### src/rtl/uart_pkg.sv
// Shared UART-side definitions: arbiter state encoding and transmitter byte width.
// Latency: n/a (types and constants only).
// Backpressure: n/a.
package uart_pkg;

  // The transmitter is fixed at one byte per frame.
  localparam int UART_DATA_W = 8;

  // Width of the arbiter's "wait for tx_active" counter; covers ACK_TIMEOUT up to 255.
  localparam int ARB_CNT_W = 8;

  typedef enum logic [1:0] {
    ARB_IDLE        = 2'd0,
    ARB_ISSUE       = 2'd1,
    ARB_WAIT_ACTIVE = 2'd2,
    ARB_WAIT_DONE   = 2'd3
  } arb_state_e;

endpackage

### src/rtl/uart_tx_arbiter_if.sv
// Requester and transmitter bundle around the TX arbiter.
// Latency: n/a (wires only).
// Backpressure: req_valid/req_ready handshake on the requester side; tx_active/tx_done on the transmitter side.
interface uart_tx_arbiter_if
  import uart_pkg::*;
#(
  parameter int N_REQ  = 4,
  parameter int DATA_W = UART_DATA_W
);
  logic [N_REQ-1:0]        req_valid;
  logic [N_REQ*DATA_W-1:0] req_data;
  logic [N_REQ-1:0]        req_ready;
  logic [N_REQ-1:0]        req_sent;
  logic                    tx_data_avail;
  logic [DATA_W-1:0]       tx_data_byte;
  logic                    tx_active;
  logic                    tx_done;

  // Arbiter side: accepts bytes and drives the transmitter.
  modport master (
    input  req_valid, req_data, tx_active, tx_done,
    output req_ready, req_sent, tx_data_avail, tx_data_byte
  );

  // Environment side: requesters plus the transmitter.
  modport slave (
    output req_valid, req_data, tx_active, tx_done,
    input  req_ready, req_sent, tx_data_avail, tx_data_byte
  );
endinterface

### src/rtl/uart_tx_arbiter_rr_pick.sv
// Round-robin priority selector: first set request strictly after last_grant, wrapping.
// Latency: combinational.
// Backpressure: none; the caller decides whether the pick is consumed.
module rr_pick #(
  parameter  int N_REQ = 4,
  localparam int IDX_W = (N_REQ > 1) ? $clog2(N_REQ) : 1
) (
  input  logic [N_REQ-1:0] req,
  input  logic [IDX_W-1:0] last_grant,
  output logic [N_REQ-1:0] gnt,
  output logic [IDX_W-1:0] idx,
  output logic             any
);

  // Walk candidates from farthest to nearest so the nearest valid one after last_grant wins.
  always_comb begin
    gnt = '0;
    idx = '0;
    any = 1'b0;
    for (int k = N_REQ; k >= 1; k--) begin
      if (req[(int'(last_grant) + k) % N_REQ]) begin
        idx = IDX_W'((int'(last_grant) + k) % N_REQ);
        any = 1'b1;
      end
    end
    if (any) begin
      gnt[idx] = 1'b1;
    end
  end

endmodule

### src/rtl/uart_tx_arbiter.sv
// Round-robin sharing of one UART transmitter among N_REQ byte producers.
// Latency: accept at T, tx_data_avail at T+1; req_sent one cycle after tx_done.
// Backpressure: req_ready only in IDLE with the transmitter idle; one byte in flight at a time.
module uart_tx_arbiter
  import uart_pkg::*;
#(
  parameter  int N_REQ       = 4,
  parameter  int DATA_W      = UART_DATA_W,
  parameter  int ACK_TIMEOUT = 16,
  localparam int IDX_W       = $clog2(N_REQ)
) (
  input  logic              clk,
  input  logic              rst_n,
  uart_tx_arbiter_if.master bus,
  output logic [IDX_W-1:0]  grant_id,
  output logic              busy,
  output logic              err_timeout
);

  arb_state_e             state_q, state_d;
  logic [IDX_W-1:0]       last_grant_q, last_grant_d;
  logic [IDX_W-1:0]       grant_id_q, grant_id_d;
  logic [DATA_W-1:0]      data_q, data_d;
  logic [ARB_CNT_W-1:0]   cnt_q, cnt_d;
  logic                   tx_avail_q, tx_avail_d;
  logic [N_REQ-1:0]       req_sent_q, req_sent_d;
  logic                   err_timeout_q, err_timeout_d;
  logic                   busy_q, busy_d;
  // Low for the first cycle after reset so req_ready reads 0 throughout reset.
  logic                   run_q, run_d;

  logic [N_REQ-1:0]       pick_gnt;
  logic [IDX_W-1:0]       pick_idx;
  logic                   pick_any;
  logic                   arb_open;
  logic                   handshake;
  logic [DATA_W-1:0]      pick_data;

  rr_pick #(.N_REQ(N_REQ)) u_pick (
    .req        (bus.req_valid),
    .last_grant (last_grant_q),
    .gnt        (pick_gnt),
    .idx        (pick_idx),
    .any        (pick_any)
  );

  // Offer the pick only while idle and the transmitter is not still shifting.
  always_comb begin
    arb_open  = run_q && (state_q == ARB_IDLE) && !bus.tx_active;
    handshake = arb_open && pick_any;
    pick_data = bus.req_data[int'(pick_idx)*DATA_W +: DATA_W];
  end

  assign bus.req_ready     = arb_open ? pick_gnt : '0;
  assign bus.req_sent      = req_sent_q;
  assign bus.tx_data_avail = tx_avail_q;
  assign bus.tx_data_byte  = data_q;
  assign grant_id          = grant_id_q;
  assign busy              = busy_q;
  assign err_timeout       = err_timeout_q;

  // Next-state and pulse generation for the accept/issue/track sequence.
  always_comb begin
    state_d       = state_q;
    last_grant_d  = last_grant_q;
    grant_id_d    = grant_id_q;
    data_d        = data_q;
    cnt_d         = cnt_q;
    tx_avail_d    = 1'b0;
    req_sent_d    = '0;
    err_timeout_d = 1'b0;
    run_d         = 1'b1;
    unique case (state_q)
      ARB_IDLE: begin
        if (handshake) begin
          data_d     = pick_data;
          grant_id_d = pick_idx;
          tx_avail_d = 1'b1;
          state_d    = ARB_ISSUE;
        end
      end
      ARB_ISSUE: begin
        cnt_d   = '0;
        state_d = ARB_WAIT_ACTIVE;
      end
      ARB_WAIT_ACTIVE: begin
        // tx_done here is ignored: only tx_active proves the frame started.
        if (bus.tx_active) begin
          state_d = ARB_WAIT_DONE;
        end else if (cnt_q == ARB_CNT_W'(ACK_TIMEOUT - 1)) begin
          err_timeout_d = 1'b1;
          last_grant_d  = grant_id_q;
          cnt_d         = '0;
          state_d       = ARB_IDLE;
        end else begin
          cnt_d = cnt_q + ARB_CNT_W'(1);
        end
      end
      ARB_WAIT_DONE: begin
        // A tx_active drop without tx_done is not treated as completion.
        if (bus.tx_done) begin
          req_sent_d[grant_id_q] = 1'b1;
          last_grant_d           = grant_id_q;
          state_d                = ARB_IDLE;
        end
      end
      default: state_d = ARB_IDLE;
    endcase
    busy_d = (state_d != ARB_IDLE);
  end

  // State and datapath registers; requester 0 gets first priority out of reset.
  always_ff @(posedge clk or negedge rst_n) begin
    if (!rst_n) begin
      state_q       <= ARB_IDLE;
      last_grant_q  <= IDX_W'(N_REQ - 1);
      grant_id_q    <= '0;
      data_q        <= '0;
      cnt_q         <= '0;
      tx_avail_q    <= 1'b0;
      req_sent_q    <= '0;
      err_timeout_q <= 1'b0;
      busy_q        <= 1'b0;
      run_q         <= 1'b0;
    end else begin
      state_q       <= state_d;
      last_grant_q  <= last_grant_d;
      grant_id_q    <= grant_id_d;
      data_q        <= data_d;
      cnt_q         <= cnt_d;
      tx_avail_q    <= tx_avail_d;
      req_sent_q    <= req_sent_d;
      err_timeout_q <= err_timeout_d;
      busy_q        <= busy_d;
      run_q         <= run_d;
    end
  end

endmodule

### src/flat_wrapper.sv
// flat-port wrapper written by rule: the top's interface ports become plain ports
module uart_tx_arbiter_flat import uart_pkg::*;
#(
  parameter  int N_REQ       = 4,
  parameter  int DATA_W      = UART_DATA_W,
  parameter  int ACK_TIMEOUT = 16,
  localparam int IDX_W       = $clog2(N_REQ)
)
  (clk, rst_n, grant_id, busy, err_timeout, bus_req_valid, bus_req_data, bus_tx_active, bus_tx_done, bus_req_ready, bus_req_sent, bus_tx_data_avail, bus_tx_data_byte);
  uart_tx_arbiter_if #(.N_REQ(N_REQ), .DATA_W(DATA_W)) bus_i ();
  input  logic clk;
  input  logic rst_n;
  output logic [IDX_W-1:0] grant_id;
  output logic busy;
  output logic err_timeout;
  input wire logic [$bits(bus_i.req_valid)-1:0] bus_req_valid;
  input wire logic [$bits(bus_i.req_data)-1:0] bus_req_data;
  input wire logic [$bits(bus_i.tx_active)-1:0] bus_tx_active;
  input wire logic [$bits(bus_i.tx_done)-1:0] bus_tx_done;
  output wire logic [$bits(bus_i.req_ready)-1:0] bus_req_ready;
  output wire logic [$bits(bus_i.req_sent)-1:0] bus_req_sent;
  output wire logic [$bits(bus_i.tx_data_avail)-1:0] bus_tx_data_avail;
  output wire logic [$bits(bus_i.tx_data_byte)-1:0] bus_tx_data_byte;
  assign bus_i.req_valid = bus_req_valid;
  assign bus_i.req_data = bus_req_data;
  assign bus_i.tx_active = bus_tx_active;
  assign bus_i.tx_done = bus_tx_done;
  assign bus_req_ready = bus_i.req_ready;
  assign bus_req_sent = bus_i.req_sent;
  assign bus_tx_data_avail = bus_i.tx_data_avail;
  assign bus_tx_data_byte = bus_i.tx_data_byte;
  uart_tx_arbiter #(.N_REQ(N_REQ), .DATA_W(DATA_W), .ACK_TIMEOUT(ACK_TIMEOUT)) u_core (.clk(clk), .rst_n(rst_n), .bus(bus_i), .grant_id(grant_id), .busy(busy), .err_timeout(err_timeout));
endmodule
### config.mk
export PLATFORM = sky130hd
export DESIGN_NAME = uart_tx_arbiter_flat
export DESIGN_NICKNAME = d
export VERILOG_FILES = /design/src/rtl/uart_pkg.sv /design/src/rtl/uart_tx_arbiter_if.sv /design/src/rtl/uart_tx_arbiter_rr_pick.sv /design/src/rtl/uart_tx_arbiter.sv /design/src/flat_wrapper.sv
export SDC_FILE = /design/constraint.sdc
export NUM_CORES = 1
export LEC_CHECK = 0
export CAP_MARGIN = 30
export CORE_MARGIN = 4
export CORE_UTILIZATION = 30
export CTS_CLUSTER_DIAMETER = 80
export DETAILED_ROUTE_END_ITERATION = 12
export PLACE_DENSITY = 0.67
export SLEW_MARGIN = 5
export SYNTH_ARGS = -nofsm -noshare
export SYNTH_HDL_FRONTEND = slang
export SYNTH_HIERARCHICAL = 1
export SYNTH_SLANG_ARGS = --single-unit
export TNS_END_PERCENT = 1
### constraint.sdc
create_clock -name clk -period 2.9 [get_ports clk]
set_clock_uncertainty 0.2 [all_clocks]
set_input_delay 0.58 -clock clk [delete_from_list [all_inputs] [get_ports clk]]
set_output_delay 0.58 -clock clk [all_outputs]
set_load 0.01 [all_outputs]
Word-level counts from Yosys, hierarchy flattened:

Index checks and enable logic that the tools add are counted.

* bits in latches: 0
* input port bits: 40
* memories: 0
* register bits: 30
* bits in writable memories: 0
* output and inout bits: 21
* ROM bits: 0
* word-level logic and storage cells: 97

* div/mod/pow operators: 0
* mux-type cells: 45
* $lt $le $gt $ge: 8
* reduce and logical (&&, ||, !) cells: 17
* bitwise operators: 4
* add/subtract/negate cells: 5
* $mul: 0
* shifts and indexed selects: 1
* equal/unequal tests: 7

Operators with widths (number)
* $shiftx 32x6->8: 1
* $mux 2: 11
* $mux 1: 19
* $lt 3x4->1 const B: 4
* $mux 4: 4
* $mux 8: 2
* $pmux 8 s2: 1
* $add 8x1->8 const B: 1
* $bmux 1 s2: 4
* $eq 8x4->1 const B: 1
* $pmux 2 s4: 1
* $reduce_or 2->1: 4
* $lt 2x3->1 const B: 2
* $reduce_bool 2->1: 3
* $logic_and 1x1->1: 5
* $add 2x1->2 const B: 2
* $add 2x2->2 const B: 2
* $and 1x1->1 const A: 4
* $demux 1 s2: 2
* $eq 2x2->1 const B: 2
* $ge 2x1->1 const B: 2
* $ne 2x2->1 const B: 2
* $pmux 2 s2: 1
* $reduce_and 2->1: 2
* 5 further kinds: 5

Logic depth before layout (Yosys ltp):

* depth in word-level cells: 16
* depth in mapped cells: 7

Cells and area by module:

Netlist, hierarchy kept.

By module, submodules not included
* uart_tx_arbiter: area each 1577.8 um^2, times used 1, cells each 127
* rr_pick: area each 219.0 um^2, times used 1, cells each 32

Least setup slack after synthesis:

Ideal clock, no wire load.

* path type: input to register
* start: input port bus_req_valid[3]
* end: register u_core.data_q[0], in the netlist u_core/bus.tx_data_byte[0]
* arrival time: 2.107 ns
* data required time: 2.572 ns
* path buffers: 2
* slack: 0.465 ns
* stages on the path: 7
* setup time: 0.128 ns
* cells stage by stage: buf_2 nand2b_4 a22o_1 a211oi_2 buf_1 mux4_2 mux2_1

* elaborated cells on any way between the ends: 23
* classes of those cells: shift (1); mux (20); reduce/logical (2)

RTL lines
* start, declared: RTL line flat_wrapper.sv:16 `input wire logic [$bits(bus_i.req_valid)-1:0] bus_req_valid;`
* $bmux 1 s2: RTL line uart_tx_arbiter_rr_pick.sv:21 `if (req[(int'(last_grant) + k) % N_REQ]) begin`
* $mux 1 (implied by the code) (2 in series): RTL line uart_tx_arbiter_rr_pick.sv:21
* $mux 2 (3 in series): RTL line uart_tx_arbiter_rr_pick.sv:21
* $mux 2 *: RTL line uart_tx_arbiter_rr_pick.sv:21
* net u_core.pick_idx[1]: RTL line uart_tx_arbiter.sv:33 `logic [IDX_W-1:0] pick_idx;`
* $shiftx 32x6->8 *: RTL line uart_tx_arbiter.sv:51 `pick_data = bus.req_data[int'(pick_idx)*DATA_W +: DATA_W];`
* end signal, assigned: RTL line uart_tx_arbiter.sv:129 `data_q <= data_d;`
* end, declared: RTL line uart_tx_arbiter.sv:23 `logic [DATA_W-1:0] data_q, data_d;`

The timed path passes the listed nets; every way through them passes the cells marked *. The select of a mux whose other input is x is not followed.
A chain may end at the register's enable or synchronous reset.

Final worst setup path:

* start: input port bus_req_valid[3]
* end: output port bus_req_ready[1]

* longest elaborated chain between the ends: 13
* elaborated cells on any way between the ends: 27
* classes of those cells: order compare (2); mux (24); reduce/logical (1)

RTL lines
* $bmux 1 s2: RTL line uart_tx_arbiter_rr_pick.sv:21
* $mux 1 (implied by the code) (2 in series): RTL line uart_tx_arbiter_rr_pick.sv:21
* $mux 2 (4 in series): RTL line uart_tx_arbiter_rr_pick.sv:21
* $lt 2x3->1 (implied by the code) / $ge 2x1->1 (equally long branches): RTL line uart_tx_arbiter_rr_pick.sv:27 `gnt[idx] = 1'b1;`
* $logic_and 1x1->1 (implied by the code): RTL line uart_tx_arbiter_rr_pick.sv:27
* $mux 1 (implied by the code): RTL line uart_tx_arbiter_rr_pick.sv:27
* $demux 1 s2: RTL line uart_tx_arbiter_rr_pick.sv:27
* $mux 4 *: RTL line uart_tx_arbiter_rr_pick.sv:26 `if (any) begin`
* net u_core.pick_gnt[1]: RTL line uart_tx_arbiter.sv:32 `logic [N_REQ-1:0] pick_gnt;`
* $mux 4 *: RTL line uart_tx_arbiter.sv:54 `assign bus.req_ready = arb_open ? pick_gnt : '0;`
* end, declared: RTL line flat_wrapper.sv:20 `output wire logic [$bits(bus_i.req_ready)-1:0] bus_req_ready;`

Marked as above.

==> impl_metrics.sql <==
INSERT INTO impl_metrics (metric_group, metric, value, unit) VALUES
('outcome', 'run_status', 'complete, no violations', ''),
('cells_and_area', 'area_of_all_sequential_standard_cells', '753.2', 'sq um'),
('detailed_routing', 'firstDrtPassIters', '4', ''),
('cells_and_area', 'multi_input_area', '954.7', 'sq um'),
('worst_hold_path', 'min_path_type', 'flop to flop', ''),
('cells_and_area', 'final.fill_count', '534', ''),
('placement', 'gp_congestion', '0.7894', ''),
('logic_synthesis', 'synthSimpleGateAreaFrac', '0.1650', ''),
('timing', 'slew_violations', '0', ''),
('floorplanning', 'rows', '27', ''),
('floorplanning', 'die_width', '85.39', 'um'),
('critical_path', 'worst_setup_path_end_kind', 'output pin', ''),
('placement', 'port_buffers', '60', ''),
('logic_synthesis', 'synth.avg_cell_area', '11.30', 'sq um'),
('cts', 'clock_path_buffers', '2', ''),
('floorplanning', 'start_util', '0.3185', ''),
('pwr', 'comb_power_share', '0.467', ''),
('logic_synthesis', 'synthArstFlopShare', '1.000', ''),
('cells_and_area', 'net_count_final', '271', ''),
('critical_path', 'critPathRequiredTime', '2120', 'ps'),
('logic_synthesis', 'multiplexer_share_of_the_synthesized_area', '0.1999', ''),
('floorplanning', 'ios', '61', ''),
('global_routing', 'gr-total-overflow', '0', ''),
('global_routing', 'grt_pass1_wl', '6644', 'um'),
('detailed_routing', 'number_of_design_rule_violations_left_by_the_first_detailed_router_iteration', '90', ''),
('cts', 'cts.clk_slew.worst_paths', '60', 'ps'),
('floorplanning', 'die_area', '7291', 'sq um'),
('cts', 'worst_skew_pair.late_latency', '280', 'ps'),
('critical_path', 'worstPathArrival', '2010', 'ps'),
('critical_path', 'critPathBufInv', '3', ''),
('detailed_routing', 'vias', '1472', ''),
('critical_path', 'path_cells', 'clkdlybuf4s50_1, buf_4, a2bb2oi_1, o22ai_1, and2_1, and2_1, dlygate4sd2_1', ''),
('logic_synthesis', 'synth_enable_flop_cells', '0', ''),
('detailed_routing', 'drcViolationCount', '0', ''),
('critical_path', 'crit_top_cell', 'sky130_fd_sc_hd__and2_1', ''),
('cts', 'cts-root-buf', 'sky130_fd_sc_hd__clkbuf_8', ''),
('logic_synthesis', 'synthesis.instances', '159', ''),
('floorplanning', 'chipHeight', '85.39', 'um'),
('critical_path', 'cp-start-kind', 'primary input', ''),
('detailed_routing', 'drt-vias-per-instance', '4.858', ''),
('timing', 'whs', '290.4', 'ps'),
('pwr', 'p_int', '1293', 'uW'),
('floorplanning', 'core', '5642', 'sq um'),
('pwr', 'switchingPower', '652.8', 'uW'),
('global_routing', 'globalRouteTotalUtil', '0.1136', ''),
('logic_synthesis', 'ys_ff_latch', '30', ''),
('cts', 'postCtsSetupBuffers', '0', ''),
('cells_and_area', 'layout-area-overhead-vs-synth', '46.03', '%'),
('critical_path', 'critPathMaxFanout', '9', ''),
('global_routing', 'antenna_found_initial', '0', ''),
('critical_path', 'timing_worst_setup_path_type', 'primary input to output pin', ''),
('pwr', 'max-vdd-ir-drop', '0.3064', 'mV'),
('timing', 'rsz0062_at_grt', 'false', ''),
('run', 'cap_viol_max_count', '0', ''),
('detailed_routing', 'antenna_violating_nets_post_route', '0', ''),
('cts', 'cts_hold_repair.buffers', '0', ''),
('logic_synthesis', 'synth_xor_xnor_area_share', '0.009749', ''),
('critical_path', 'critPathSlowestCell', 'sky130_fd_sc_hd__clkdlybuf4s50_1', ''),
('placement', 'post-dp-hpwl', '3021', 'um'),
('cts', 'cts_repair_resize_count', '4', ''),
('logic_synthesis', 'ys_dominant_reg_cell', 'sky130_fd_sc_hd__dfrtp_1', ''),
('timing', 'fin_crit_sh', '0.9610', ''),
('detailed_routing', 'wl_per_cell', '13.06', 'um'),
('logic_synthesis', 'synthesis.yosys.warnings', '6', ''),
('pwr', 'switching_share', '0.3354', ''),
('pwr', 'power.sequential.fraction', '0.354', ''),
('cts', 'ctsHtreeMaxLevel', '2', ''),
('logic_synthesis', 'syn_area', '1797', 'sq um'),
('cells_and_area', 'n_antenna_cell', '0', ''),
('cells_and_area', 'most-common-layout-cells', 'sky130_fd_sc_hd__clkdlybuf4s50_1 (56), sky130_fd_sc_hd__dfrtp_1 (28), sky130_fd_sc_hd__buf_4 (14)', ''),
('timing', 'max_clock_freq', '0.3588', 'GHz');
==> cell type report <==
| type | instances | share of cell area |
|---|---|---|
| sequential | 30 | 0.2871 |
| clock inverter | 2 | 0.004769 |
| clock buffer | 6 | 0.03147 |
| inverter | 8 | 0.01144 |
| multi-input combinational | 111 | 0.3639 |
| tap | 72 | 0.03433 |
| timing repair buffer | 74 | 0.2670 |
==> cells by family after synthesis <==
| kind of cell | Yosys count |
|---|---|
| mux | 21 |
| fa+ha+maj | 1 |
| flops | 30 |
| other cells | 1 |
| compound gates | 36 |
| simple gates | 50 |
| xor+xnor | 2 |
| buf+inv | 18 |
==> layer usage <==
layer / share of wire / vias to the layer above / global-route usage
met5: 0 / - / 0
met4: 0.013 / 0 / 0.05180
met3: 0.092 / 6 / 0.03495
met2: 0.47 / 56 / 0.1886
met1: 0.42 / 683 / 0.1341
li1: - / 727 / -
==> registers in the layout (all words and copies together), names as in the netlist <==
signal / count
u_core/bus.tx_data_avail: 1
u_core/grant_id: 2
u_core/cnt_q: 8
u_core/bus.tx_data_byte: 8
u_core/bus.req_sent: 4
u_core/state_q: 2
u_core/busy: 1
u_core/err_timeout: 1
u_core/run_q: 1
u_core/last_grant_q: 2
==> power groups by stage <==
| stage | Clock, uW | Combinational (uW) | Sequential, uW |
|---|---|---|---|
| after floorplan | 0 | 557 | 690 |
| after global placement | 0 | 907 | 691 |
| after detailed placement | 0 | 916 | 694 |
| after CTS | 361 | 919 | 690 |
| after global routing | 377 | 993 | 716 |
| final | 349 | 909 | 688 |
==> through the flow <==
stage	setup TNS [ps]	utilization	instances	setup slack, ps	area (sq um)
after floorplan	0	-	159	465.1	1797
after global placement	-673.8	0.4491	295	-152.7	2534
after detailed placement	-649.8	0.4491	295	-162.1	2534
after CTS	0	0.4651	303	112.2	2624
after global routing	0	0.4651	303	42.85	2624
final	0	0.4651	303	113.0	2624
==> synthesized netlist by cell type (all sizes together) (2+ instances only) <==
cell type   n  area share
dfrtp      28        0.39
mux2       12       0.094
nor2        9       0.019
a21oi       8       0.022
buf         8       0.029
inv         8       0.017
mux4        8        0.10
nand2       8       0.019
o21ai       7       0.019
nand2b      6       0.025
and2        5       0.017
nand3       5       0.014
a211oi      3       0.018
a22oi       3       0.013
nor3        3      0.0084
and3        2      0.0070
clkbuf      2      0.0042
dfstp       2       0.029
nand3b      2      0.0084
nor2b       2      0.0070
nor3b       2       0.015
o211ai      2      0.0084
o21a        2      0.0084
or2         2      0.0070
xnor2       2      0.0098
==> final timing paths <==
check / from / end / slack (ps) / cells after the start
max in group asynchronous: rst_n / u_core/last_grant_q[0] / 1700 / 2
max: bus_req_valid[3] / bus_req_ready[1] / 110 / 7
min in group asynchronous: rst_n / u_core/bus.tx_data_avail / 480 / 2
min: u_core/bus.tx_data_byte[0] / u_core/bus.tx_data_byte[0] / 290 / 1
min reg2reg: u_core/bus.tx_data_byte[0] / u_core/bus.tx_data_byte[0] / 290 / 1
max reg2reg: u_core/last_grant_q[1] / u_core/bus.tx_data_byte[0] / 490 / 6
Power figures use the tool's default switching activity.
